**src/rtl/regfile_wb_arbiter.sv**
```systemverilog
// Write-back arbiter and pending-write scoreboard in front of the 32-entry integer register file.
// Define REGFILE_WB_BYPASS_EN to add output-stage forwarding to both decode read ports.

module regfile_wb_hazard #(
    parameter int DATA_WIDTH = 32,
    parameter int ADDR_WIDTH = 5
) (
    input  logic [ADDR_WIDTH-1:0]      rs,
    input  logic [2**ADDR_WIDTH-1:0]   busy_vec,
    input  logic                       stage_we,
    input  logic [ADDR_WIDTH-1:0]      stage_rd,
`ifdef REGFILE_WB_BYPASS_EN
    input  logic [DATA_WIDTH-1:0]      stage_data,
    output logic                       fwd,
    output logic [DATA_WIDTH-1:0]      fwd_data,
`endif
    output logic                       busy
);
    logic stage_hit;

    // The output stage holds a value the register file does not have yet.
    assign stage_hit = stage_we && (stage_rd == rs) && (rs != '0);

`ifdef REGFILE_WB_BYPASS_EN
    assign busy     = busy_vec[rs];
    assign fwd      = stage_hit;
    assign fwd_data = stage_data;
`else
    assign busy     = busy_vec[rs] | stage_hit;
`endif
endmodule

module regfile_wb_arbiter #(
    parameter int DATA_WIDTH = 32,
    parameter int ADDR_WIDTH = 5
) (
    input  logic                  clk,
    input  logic                  reset,
    input  logic                  req0_valid_i,
    output logic                  req0_ready_o,
    input  logic [ADDR_WIDTH-1:0] req0_rd_i,
    input  logic [DATA_WIDTH-1:0] req0_data_i,
    input  logic                  req1_valid_i,
    output logic                  req1_ready_o,
    input  logic [ADDR_WIDTH-1:0] req1_rd_i,
    input  logic [DATA_WIDTH-1:0] req1_data_i,
    input  logic                  issue_valid_i,
    input  logic [ADDR_WIDTH-1:0] issue_rd_i,
    input  logic [ADDR_WIDTH-1:0] rs1_i,
    input  logic [ADDR_WIDTH-1:0] rs2_i,
    output logic                  rs1_busy_o,
    output logic                  rs2_busy_o,
`ifdef REGFILE_WB_BYPASS_EN
    output logic                  rs1_fwd_o,
    output logic [DATA_WIDTH-1:0] rs1_fwd_data_o,
    output logic                  rs2_fwd_o,
    output logic [DATA_WIDTH-1:0] rs2_fwd_data_o,
`endif
    output logic                  issue_conflict_o,
    output logic                  Reg_Write_o,
    output logic [ADDR_WIDTH-1:0] Write_Register_o,
    output logic [DATA_WIDTH-1:0] Write_Data_o
);
    localparam int NREG = 2**ADDR_WIDTH;

    typedef struct packed {
        logic [ADDR_WIDTH-1:0] rd;
        logic [DATA_WIDTH-1:0] data;
    } wb_req_t;

    wb_req_t         req0, req1, win;
    logic            rr_req1;
    logic            grant0, grant1, contested, hs;
    logic [NREG-1:0] busy, busy_next;
    logic            issue_set, same_rd_clear, conflict;

    assign req0 = {req0_rd_i, req0_data_i};
    assign req1 = {req1_rd_i, req1_data_i};

    // rr_req1 = 1 means req1 wins the next contested cycle.
    assign contested    = req0_valid_i && req1_valid_i;
    assign grant0       = req0_valid_i && (!req1_valid_i || !rr_req1);
    assign grant1       = req1_valid_i && (!req0_valid_i ||  rr_req1);
    assign req0_ready_o = grant0;
    assign req1_ready_o = grant1;
    assign hs           = grant0 || grant1;
    assign win          = grant1 ? req1 : req0;

    assign issue_set     = issue_valid_i && (issue_rd_i != '0);
    assign same_rd_clear = grant1 && (req1_rd_i == issue_rd_i);
    assign conflict      = issue_set && busy[issue_rd_i] && !same_rd_clear;

    // Clear before set so a same-cycle issue to the retiring rd keeps the bit.
    always_comb begin
        busy_next = busy;
        if (grant1)
            busy_next[req1_rd_i] = 1'b0;
        if (issue_set)
            busy_next[issue_rd_i] = 1'b1;
        busy_next[0] = 1'b0;
    end

    always_ff @(posedge clk or negedge reset) begin
        if (!reset) begin
            rr_req1          <= 1'b0;
            busy             <= '0;
            issue_conflict_o <= 1'b0;
        end else begin
            if (contested)
                rr_req1 <= grant0;
            busy <= busy_next;
            if (conflict)
                issue_conflict_o <= 1'b1;
        end
    end

    always_ff @(posedge clk or negedge reset) begin
        if (!reset) begin
            Reg_Write_o      <= 1'b0;
            Write_Register_o <= '0;
            Write_Data_o     <= '0;
        end else if (hs) begin
            Reg_Write_o      <= (win.rd != '0);
            Write_Register_o <= win.rd;
            Write_Data_o     <= win.data;
        end else begin
            Reg_Write_o      <= 1'b0;
        end
    end

    logic [1:0][ADDR_WIDTH-1:0] rs_vec;
    logic [1:0]                 rs_busy;
`ifdef REGFILE_WB_BYPASS_EN
    logic [1:0]                 rs_fwd;
    logic [1:0][DATA_WIDTH-1:0] rs_fwd_data;
`endif

    assign rs_vec = {rs2_i, rs1_i};

    for (genvar g = 0; g < 2; g++) begin : g_rd
        regfile_wb_hazard #(
            .DATA_WIDTH(DATA_WIDTH),
            .ADDR_WIDTH(ADDR_WIDTH)
        ) u_haz (
            .rs        (rs_vec[g]),
            .busy_vec  (busy),
            .stage_we  (Reg_Write_o),
            .stage_rd  (Write_Register_o),
`ifdef REGFILE_WB_BYPASS_EN
            .stage_data(Write_Data_o),
            .fwd       (rs_fwd[g]),
            .fwd_data  (rs_fwd_data[g]),
`endif
            .busy      (rs_busy[g])
        );
    end

    assign rs1_busy_o = rs_busy[0];
    assign rs2_busy_o = rs_busy[1];
`ifdef REGFILE_WB_BYPASS_EN
    assign rs1_fwd_o      = rs_fwd[0];
    assign rs2_fwd_o      = rs_fwd[1];
    assign rs1_fwd_data_o = rs_fwd_data[0];
    assign rs2_fwd_data_o = rs_fwd_data[1];
`endif
endmodule

```
**config.mk**
```make
export PLATFORM = sky130hd
export DESIGN_NAME = regfile_wb_arbiter
export DESIGN_NICKNAME = d
export VERILOG_FILES = /design/src/rtl/regfile_wb_arbiter.sv
export SDC_FILE = /design/constraint.sdc
export NUM_CORES = 1
export LEC_CHECK = 0
export ABC_AREA = 1
export CAP_MARGIN = 40
export CORE_MARGIN = 1
export CORE_UTILIZATION = 49
export CTS_CLUSTER_DIAMETER = 50
export DETAILED_ROUTE_END_ITERATION = 8
export GPL_TIMING_DRIVEN = 0
export MAX_ROUTING_LAYER = met4
export PLACE_DENSITY = 0.82
export SYNTH_ARGS = -nofsm -noshare
export SYNTH_HDL_FRONTEND = slang
export SYNTH_HIERARCHICAL = 1
export SYNTH_SLANG_ARGS = --single-unit
```
**constraint.sdc**
```tcl
create_clock -name clk -period 2.2 [get_ports clk]
set_input_delay 0.44 -clock clk [delete_from_list [all_inputs] [get_ports clk]]
set_output_delay 0.44 -clock clk [all_outputs]
set_load 0.01 [all_outputs]
```
==> run_results.csv, run 1 <==
group,metric,value,unit
timing,setup_viol,0,
critical_path,worstPathArrival,1.62,ns
finish,fillers,826,
grt,grt_pass1_vias,5128,
finish,diodes,0,
routing,post_drt_via_cell_ratio,5.42,
timing,fin_worst_skew,0.0129,ns
synth,synth_cell_types,33,
power_and_ir_drop,powerDensity,707,nW/um2
routing,top_layer,"met4",
place,dp_hpwl,12.0,mm
finish,multi_input_area,2450,um2
floorplanning,die_y,101,um
critical_path,rrSetupSlack,0.56,ns
synth,yosys_register_bits,71,
place,finalWeightedCongestion,1.00,
grt,grt_pass1_wl,25.4,mm
timing,rsz0062_at_grt,"false",
timing,hold_viol_final,0,
routing,dr_total_vias,5387,
critical_path,worst-setup-path-type,"flop to primary output",
cts,clockBufferDepth,2,
finish,final_cell_mix,"243 x nand2_1, 121 x clkdlybuf4s50_1, 82 x o21ai_0, 68 x dfrtp_1, 65 x nor2_1",
routing,dr.first_iter.drc_count,392,
routing,wl_met3,1.27,mm
status,run_status,"complete, no violations",
place,pre_cts_ws,-0.345,ns
critical_path,cp_max_fo,2,
critical_path,rr_worst_depth,7,
synth,yosys_warnings,6,
synth,seq_area_frac_synth,0.372,
floorplanning,initial_core_util,0.512,
routing,wirelength,16.3,mm
floorplanning,rows,35,
routing,drt_first_pass_iters,5,
timing,finalCriticalPeriod,2.06,ns
grt,grt_usage,0.338,
finish,area.growth.synth_to_final,36.7,%
job,maxCapViolations,0,
critical_path,crit_start,"busy[11]",
floorplanning,core-area,9330,um2
synth,avgSynthCellArea,6.71,um2
cts,cts_buffers,9,
routing,drc_errors,0,
critical_path,cpPeakStageDelay,0.39,ns
cts,clkTransAtPathRegs,0.08,ns
timing,fin_ws,0.145,ns
power_and_ir_drop,cellLeakagePower,0.00311,uW
power_and_ir_drop,max-vdd-ir-drop,0.311,mV
cts,cts_root_buf,"clkbuf_8",
finish,fin_cells,994,
timing,slew_viol_final,0,
hold_path,holdCritPathClass,"primary input to asynchronous set/reset pin",
cts,cts_tree,"built",
finish,fin_nets,955,
grt,antenna_found_initial,0,
routing,ant_nets,0,
critical_path,reg2reg_from,"rr_req1",
critical_path,worst_setup_path_end_kind,"primary output",
floorplanning,die_w,101,um
floorplanning,die_area,10200,um2
critical_path,crit_chain,"buf_4 > nand2_1 > nand2_1 > nand2_1 > o21ai_1 > nand2_1 > nand3_1 > nand2_1 > nand3_2 > clkdlybuf4s15_1",
cts,h-tree-depth,3,
place,dp_cells,973,
critical_path,slowest_stage,"dfrtp_1",
grt,grt_overflow_total,0,
cts,clk_latency,0.36,ns
synth,synth_area,4780,um2
place,io_buffers,130,
grt,grt_max_degree,41,
timing,fmax,487,MHz
finish,layout_commonest_cell,"nand2_1",
synth,synthCells,712,
floorplanning,ios,137,
critical_path,cpMostUsedCell,"nand2_1",
critical_path,cp_data_required_time,1.76,ns
critical_path,reg2reg_to,"busy[22]",
critical_path,crit_path_start_kind,"flop",
finish,ff_latch_area,1780,um2
timing,finalCritPeriodShare,0.934,
finish,drive_gt1_frac,0.0994,
cts,cts_sinks,71,
routing,wl_met1,6.84,mm
routing,wire_per_inst,16.4,um
routing,dr_wl_met2,7.64,mm
## per-stage QoR
stage / hold slack [ns] / total power [uW] / util / cell area (um2) / setup TNS, ns
5_1_grt: 0.0459 / 4890 / 0.700 / 6530 / 0
2_1_floorplan: 0.144 / 2630 / - / 4780 / 0
3_3_place_gp: 0.451 / 3350 / 0.669 / 6240 / -122.15
6_report: 0.00971 / 4620 / 0.700 / 6530 / 0
3_5_place_dp: 0.405 / 3410 / 0.671 / 6260 / -0.919
4_1_cts: 0.0253 / 4580 / 0.699 / 6520 / 0
## critical path: cells and delay by family (launching register included)
kind	cells	cell delay, ns
AND/OR/NAND/NOR	7	0.43
flip-flops	1	0.39
buffers and inverters	2	0.38
AO/OA/AOI/OAI	1	0.08
## registers in the layout, summed over array words and instances, names as in the netlist
signal	cells
Reg_Write_o	1
Write_Data_o	32
Write_Register_o	5
busy	31
issue_conflict_o	1
rr_req1	1
## worst max-delay path by stage
stage,endpoint,slack [ns],cells after the start
global route,rs2_busy_o,0.02,10
CTS,rs1_busy_o,0.02,10
detailed placement,rs1_busy_o,-0.34,8
floorplan,rs1_busy_o,0.62,10
finish,rs2_busy_o,0.14,10
global placement,Write_Data_o[29],-1.71,1
## where the power goes
part	total, uW	internal [uW]	switching [uW]
Clock	1150	630	521
Sequential	1860	1570	292
Combinational	1610	758	848
Total	4620	2960	1660
## cells in the mapped netlist
cell type,number,area share
buf_12,2,0.0084
xnor2_1,2,0.0037
dfrtp_1,71,0.37
nand4_1,2,0.0026
nor3_1,8,0.0084
inv_1,62,0.049
conb_1,1,0.00078
nor2_2,2,0.0026
buf_8,2,0.0063
o31ai_1,6,0.0094
inv_6,1,0.0018
nand2_2,3,0.0039
a21oi_1,37,0.039
a31oi_1,1,0.0013
buf_6,7,0.016
nand4_4,1,0.0045
inv_2,5,0.0039
buf_2,7,0.0073
nand3_1,46,0.048
nor3_2,1,0.0021
o21ai_1,24,0.025
nor2_1,67,0.053
xor2_1,1,0.0018
nor2_4,1,0.0024
nand2_4,2,0.0047
clkbuf_8,2,0.0058
inv_8,4,0.0094
nand3_2,8,0.017
nand2_1,244,0.19
clkbuf_1,4,0.0031
o21ai_0,82,0.086
o21ai_2,1,0.0018
buf_4,5,0.0079
## cell type report
| type | instances | share of cell area |
|---|---|---|
| inverter | 72 | 0.0467 |
| tap | 129 | 0.0247 |
| clock buffer | 9 | 0.0190 |
| buffer | 28 | 0.0397 |
| clock inverter | 6 | 0.0132 |
| sequential | 71 | 0.273 |
| multi-input combinational | 541 | 0.375 |
| timing repair buffer | 138 | 0.209 |
## what timing repair did
item,in CTS,in global routing
hold buffers,0,0
endpoints found under the setup margin,3,3
pin swaps,1,1
gates resized for setup,14,6
setup buffers,6,1
## logic make-up after synthesis
family | share of synthesized area
flip-flops | 0.372
other | 0.000785
AO/OA/AOI/OAI | 0.162
XOR/XNOR | 0.00550
buffers and inverters | 0.119
AND/OR/NAND/NOR | 0.340
## metal layers
layer  vias up  global-route usage
met3        50              0.0645
met1      2472               0.433
met5         -                   -
met2       281               0.514
li1       2584                   -
met4         0               0.167
(Power assumes the default switching activity.)
==> run 2, diff against run 1 <==
CTS_CLUSTER_SIZE = 16   (was not set)
==> results of run 2 <==
No change in the layout: final DEF, timing and power equal those of run 1.
